File: src/rtl/lc3b_mem_port_pkg.sv
// Shared types and sizing helpers for the LC-3b memory access port.
package lc3b_mem_port_pkg;

    typedef enum logic [1:0] {
        IDLE,
        ACCESS,
        RESP
    } lc3b_memport_state_e;

    function automatic int lane_bits(input int dw);
        return $clog2(dw / 8);
    endfunction

    // A zero MAX_WAIT still needs a one-bit counter so the register exists.
    function automatic int wait_bits(input int max_wait);
        return (max_wait < 1) ? 1 : $clog2(max_wait + 1);
    endfunction

endpackage

File: src/rtl/lc3b_mem_port_lane_steer.sv
// Byte-lane steering: lane enables and load extraction for the access in flight,
// plus store-data replication for the request being captured.
module lc3b_lane_steer
    import lc3b_mem_port_pkg::*;
#(
    parameter int DW = 16,
    localparam int LB = lane_bits(DW),
    localparam int NL = DW / 8
) (
    input  logic          byte_i,
    input  logic [LB-1:0] lane_i,
    input  logic [DW-1:0] mem_rdata_i,
    input  logic          st_byte_i,
    input  logic [DW-1:0] st_wdata_i,
    output logic [NL-1:0] be_o,
    output logic [DW-1:0] wdata_o,
    output logic [DW-1:0] rdata_o
);

    always_comb begin
        be_o    = '1;
        rdata_o = mem_rdata_i;
        wdata_o = st_byte_i ? {NL{st_wdata_i[7:0]}} : st_wdata_i;
        if (byte_i) begin
            be_o          = '0;
            be_o[lane_i]  = 1'b1;
            rdata_o       = '0;
            rdata_o[7:0]  = mem_rdata_i[int'(lane_i) * 8 +: 8];
        end
    end

endmodule

File: src/rtl/lc3b_mem_port.sv
// Registered MAR/MDR memory access unit with wait-state timeout and byte-lane steering.
// Optional misaligned-word rejection: define LC3B_MEMPORT_ALIGN_CHECK_EN.
module lc3b_mem_port
    import lc3b_mem_port_pkg::*;
#(
    parameter int DW       = 16,
    parameter int AW       = 16,
    parameter int MAX_WAIT = 255
) (
    input  logic            clk_i,
    input  logic            reset_i,
    input  logic            req_read_i,
    input  logic            req_write_i,
    input  logic            req_byte_i,
    input  logic [AW-1:0]   req_addr_i,
    input  logic [DW-1:0]   req_wdata_i,
    output logic            busy_o,
    output logic            done_o,
    output logic            err_o,
    output logic [DW-1:0]   rdata_o,
    output logic [AW-1:0]   mem_address_o,
    output logic [DW-1:0]   mem_wdata_o,
    output logic            mem_read_o,
    output logic            mem_write_o,
    output logic [DW/8-1:0] mem_byte_enable_o,
    input  logic [DW-1:0]   mem_rdata_i,
    input  logic            mem_resp_i
);

    localparam int LB = lane_bits(DW);
    localparam int NL = DW / 8;
    localparam int CW = wait_bits(MAX_WAIT);
    localparam logic [CW-1:0] CNT_SAT = '1;

    lc3b_memport_state_e state_q, state_d;
    logic [AW-1:0] mar_q, mar_d;
    logic [DW-1:0] mdr_q, mdr_d;
    logic [DW-1:0] rdata_q, rdata_d;
    logic          byte_q, byte_d;
    logic          write_q, write_d;
    logic          err_q, err_d;
    logic [LB-1:0] lane_q, lane_d;
    logic [CW-1:0] wait_q, wait_d;

    logic [NL-1:0] lane_be;
    logic [DW-1:0] st_wdata;
    logic [DW-1:0] ld_data;
    logic          timeout;

    lc3b_lane_steer #(.DW(DW)) u_steer (
        .byte_i      (byte_q),
        .lane_i      (lane_q),
        .mem_rdata_i (mem_rdata_i),
        .st_byte_i   (req_byte_i),
        .st_wdata_i  (req_wdata_i),
        .be_o        (lane_be),
        .wdata_o     (st_wdata),
        .rdata_o     (ld_data)
    );

    // Timeout fires on the ACCESS cycle whose increment would reach MAX_WAIT.
    assign timeout = (MAX_WAIT != 0) && ((int'(wait_q) + 1) >= MAX_WAIT);

    always_ff @(posedge clk_i) begin
        if (reset_i) begin
            state_q <= IDLE;
            mar_q   <= '0;
            mdr_q   <= '0;
            rdata_q <= '0;
            byte_q  <= 1'b0;
            write_q <= 1'b0;
            err_q   <= 1'b0;
            lane_q  <= '0;
            wait_q  <= '0;
        end else begin
            state_q <= state_d;
            mar_q   <= mar_d;
            mdr_q   <= mdr_d;
            rdata_q <= rdata_d;
            byte_q  <= byte_d;
            write_q <= write_d;
            err_q   <= err_d;
            lane_q  <= lane_d;
            wait_q  <= wait_d;
        end
    end

    always_comb begin
        state_d = state_q;
        mar_d   = mar_q;
        mdr_d   = mdr_q;
        rdata_d = rdata_q;
        byte_d  = byte_q;
        write_d = write_q;
        err_d   = err_q;
        lane_d  = lane_q;
        wait_d  = wait_q;
        unique case (state_q)
            IDLE: begin
                if (req_read_i || req_write_i) begin
                    mar_d   = req_byte_i ? req_addr_i : {req_addr_i[AW-1:LB], {LB{1'b0}}};
                    mdr_d   = st_wdata;
                    byte_d  = req_byte_i;
                    lane_d  = req_addr_i[LB-1:0];
                    write_d = !req_read_i;
                    err_d   = 1'b0;
                    state_d = ACCESS;
`ifdef LC3B_MEMPORT_ALIGN_CHECK_EN
                    if (!req_byte_i && (req_addr_i[LB-1:0] != '0)) begin
                        err_d   = 1'b1;
                        state_d = RESP;
                    end
`endif
                end
            end
            ACCESS: begin
                if (mem_resp_i) begin
                    if (!write_q) begin
                        rdata_d = ld_data;
                    end
                    err_d   = 1'b0;
                    state_d = RESP;
                end else begin
                    if (wait_q != CNT_SAT) begin
                        wait_d = wait_q + 1'b1;
                    end
                    if (timeout) begin
                        err_d   = 1'b1;
                        state_d = RESP;
                    end
                end
            end
            RESP: begin
                wait_d  = '0;
                state_d = IDLE;
            end
            default: state_d = IDLE;
        endcase
    end

    assign busy_o            = (state_q != IDLE);
    assign done_o            = (state_q == RESP);
    assign err_o             = (state_q == RESP) && err_q;
    assign rdata_o           = rdata_q;
    assign mem_address_o     = mar_q;
    assign mem_wdata_o       = mdr_q;
    assign mem_read_o        = (state_q == ACCESS) && !write_q;
    assign mem_write_o       = (state_q == ACCESS) && write_q;
    assign mem_byte_enable_o = (state_q == ACCESS) ? lane_be : '0;

endmodule

File: config.mk
export PLATFORM = sky130hd
export DESIGN_NAME = lc3b_mem_port
export DESIGN_NICKNAME = d
export VERILOG_FILES = /design/src/rtl/lc3b_mem_port_pkg.sv /design/src/rtl/lc3b_mem_port_lane_steer.sv /design/src/rtl/lc3b_mem_port.sv
export SDC_FILE = /design/constraint.sdc
export NUM_CORES = 1
export LEC_CHECK = 0
export CORE_ASPECT_RATIO = 1.2
export CORE_MARGIN = 2
export CORE_UTILIZATION = 35
export DETAILED_ROUTE_END_ITERATION = 12
export HOLD_SLACK_MARGIN = 0.03
export MAX_ROUTING_LAYER = met4
export PLACE_DENSITY_LB_ADDON = 0.12
export SLEW_MARGIN = 15
export SYNTH_ARGS = -nofsm -noshare
export SYNTH_HDL_FRONTEND = slang
export SYNTH_HIERARCHICAL = 1
export SYNTH_SLANG_ARGS = --single-unit
File: constraint.sdc
create_clock -name clk_i -period 4.5 [get_ports clk_i]
set_input_delay 0.675 -clock clk_i [delete_from_list [all_inputs] [get_ports clk_i]]
set_output_delay 0.675 -clock clk_i [all_outputs]
set_load 0.01 [all_outputs]
==> results summary <==
The final net count came out at 515. The area growth from synthesis to layout came out at 45.46%. Setup repair after global routing left no endpoint under its margin. The share of total power in the clock network came out at 35.8%. After synthesis the netlist holds a flip-flop and latch count of 62. The number of buffers added to fix hold violations after cts is 0. The TritonCTS clock tree is done. The power density over the cells came out at 405.5 mW/mm^2.

Each instance of the synthesized netlist takes up on average 8.039 sq um. For this run, the leading register cell type out of synthesis is dfxtp_1. The full die area is 0.009134 sq mm. In this run the deepest clock path goes through 2 buffers.

The arrival time at the worst endpoint is 1.94 ns. The clock latency of the later-clocked register in the worst-skew pair is 0.34 ns. The number of max-slew violations in the final report was 0. The worst setup path is launched from a register. The estimated wirelength of the detail-placed design came out at 5.174 mm. The iteration-0 DRC count of the detailed router came out at 76. The minimum period implied by the final worst setup slack came out at 2.616 ns. The worst hold path begins at mem_address_o[2]$_SDFFE_PP0P_. The first global-routing pass estimated 12.02 mm of wire.

The number of rows in the core area is 36. The switching share of power is 28.57%. Yosys mapped a number of flops with a built-in enable equal to 0. The netlist area before placement came out at 0.002934 sq mm. The proportion of register bits with asynchronous set or reset after synthesis came out at 0%. The count of buffers inserted at the top-level ports came out at 108. In this run the power spent charging and discharging nets is 494.3 uW. The share of total power in combinational logic is 26.4%.

The CTS clock-pin slew for the worst setup and hold paths is 0.07 ns. The die height came out at 104.3 microns. The maximum achievable frequency came out at 382.3 MHz. The count of TritonRoute iterations in the first routing pass is 4.

The number of distinct library cells after synthesis came out at 42. The number of global-route vias before repair came out at 2540. The proportion of synthesized chip area in sequential cells came out at 42.30%. The detail-routed net length per standard cell is 12.97 microns. The number of nets with antenna violations after routing came out at 0.

Measured against its own limit, the worst slew margin works out to 34.76%. The number of instances resized during post-cts repair came out at 0. The H-tree was split into 3 levels. The instance count along the most critical hold path came out at 2. OpenSTA, run right after detailed placement, puts the worst setup slack at 1.977 ns. The run finished with clean final reports. The root buffer cell is clkbuf_8. The startpoint identified for the worst register-to-register timing path is wait_q[0]$_SDFFE_PP0P_.

The post-route setup TNS came out at 0 ns. The total wire length after detailed routing came out at 7.460 mm. Detailed routing inserted a total of 2734 vias. The number of top-level design ports came out at 109. The worst path setup slack after routing is 1.884 ns. In this run the standard cell core region covers 0.008153 sq mm. The number of antenna violations at the first check in global routing came out at 0. The depth of the worst register-to-register path came out at 6. The total DRC errors in the routed layout came out at 0. In the post-synthesis netlist, the biggest area contributors are dfxtp_1 (42%), nand2_1 (14%), a21oi_1 (10%). The critical path endpoint category is an output port. Counting every net in the synthesized netlist gives 424. At the pin with the least slew margin, the transition time is 0.9733 ns.

The worst endpoint required time is 3.83 ns. Yosys printed 6 warnings. VDD sags by at most 0.0002210 V. The worst-path maximum fanout is 16.

Cells with a size suffix above 1 make up 9.328% of the layout. Of all cell types, the one taking the most synthesized area is dfxtp_1. The final setup violation count is 0.

The antenna diode count came out at 0. Counting the buffers created by CTS gives 9. The overall die width is 87.58 microns. After synthesis, the largest area contributor takes up 42.30% of total cell area. In this run the worst setup path begins at state_q[0]$_SDFFE_PP0P_. The post-CTS repair timing setup buffer count is 0. The reported max-cap violation count is 0.

The internal cell power came out at 1.236 mW. The worst path uses 58.12% of the clock period. The standby leakage power came out at 1.584 nW. Across the routed clock network, the largest skew measured is 0.006516 ns. The fraction of power consumed by sequential logic came out at 37.8%. The overall track demand over capacity in global routing is 16.77%.

The global route total overflow came out at 0. Using the TritonRoute via totals, the vias-per-cell ratio works out to 4.755. The critical path is of the reg2out type. The tightest min-delay check is of the reg2reg type. The effective utilization at floorplan came out at 35.99%. The final count of hold timing violations is 0.

The total power of the final layout is 1.730 mW. The sink count of the clock tree came out at 62. The final weighted congestion in routability-driven placement is 0.7644.

The synthesized instance count came out at 365. Entering global routing, the biggest net connects 42 pins.
[cell families (layout without fill, tap and decap cells)]
family                   Yosys count  after routing  synth area share, %
AO/OA/AOI/OAI                     84             84                16.12
buffers and inverters             38            134                6.823
adder cells (fa/ha/maj)            5              5                2.132
flip-flops                        62             62                42.30
multiplexers                      16             16                7.164
AND/OR/NAND/NOR                  160            160                25.46
[synthesized netlist by cell type (all sizes together), types with 5 or more instances]
| cell | n |
|---|---|
| mux2 | 16 |
| dfxtp | 62 |
| clkbuf | 15 |
| buf | 16 |
| nor2 | 9 |
| a21oi | 61 |
| and2b | 8 |
| nand3 | 9 |
| nand2 | 109 |
| inv | 7 |
| o21ai | 9 |
| ha | 5 |
[worst max-delay path, cell delays in order (launching register included)]
cell             delay (ns)
dfxtp_1                0.33
inv_1                  0.10
ha_1                   0.45
and2_1                 0.20
clkdlybuf4s50_1        0.53
[power by group through the flow]
stage                     Clock [mW]  Sequential, mW  Combinational (mW)
after CTS                      0.632           0.655               0.464
after global placement             0           0.664               0.459
after floorplan                    0           0.676               0.229
final                          0.620           0.654               0.457
after detailed placement           0           0.666               0.461
after global routing           0.658           0.662               0.504
[state kept, by name, summed over array words and instances, names as in the netlist]
register and count:
byte_q 1, write_q 1, err_q 1, lane_q 1, mem_wdata_o 16, rdata_o 16, state_q 2, mem_address_o 16
wait_q 8
[placed cells by master, fill, tap and decap left out, types with 2 or more instances in the layout]
cell type        count
a211oi_1             2
a21oi_1             60
a31oi_1              4
and2_1               4
and2b_1              8
and3b_1              2
buf_4                3
bufinv_16            3
clkbuf_8            11
clkdlybuf4s50_1    107
dfxtp_1             62
ha_1                 5
inv_1                7
mux2_2               7
mux2_4               8
nand2_1            108
nand3_1              9
nand4_1              2
nor2_1               8
o211ai_1             2
o21ai_0              7
o21ai_2              2
or3_1                2
or3b_2               2
or4_1                4
or4b_1               2
[final cells by class]
type	count	area [sq um]
Clock buffer	11	151.4
Clock inverter	5	103.9
Fill cell	796	3885
Inverter	7	26.28
Multi-Input combinational cell	265	1504
Sequential cell	62	1241
Tap cell	114	142.6
Timing Repair Buffer	111	1099
[per-layer routing]
metal	vias up	track usage, %	part of all wire, %
met2	75	26.41	48
met4	0	6.264	1.6
li1	1413	-	-
met3	9	4.286	5.2
met1	1237	20.43	45
met5	-	-	0
[final timing paths]
path	slack [ns]	to
max	1.88	err_o
min reg2reg	0.45	mem_address_o[2]$_SDFFE_PP0P_
min	0.45	mem_address_o[2]$_SDFFE_PP0P_
max reg2reg	2.28	state_q[1]$_SDFFE_PP0P_
[through the flow]
stage	hold WS, ns	std cells	utilization, %	area, sq um
3_5_place_dp	0.4459	559	49.22	4013
5_1_grt	0.4750	575	52.35	4268
2_1_floorplan	0.4367	365	-	2934
4_1_cts	0.4557	575	52.35	4268
3_3_place_gp	0.4404	559	49.22	4013
6_report	0.4525	575	52.35	4268
Power figures use the tool's default switching activity.
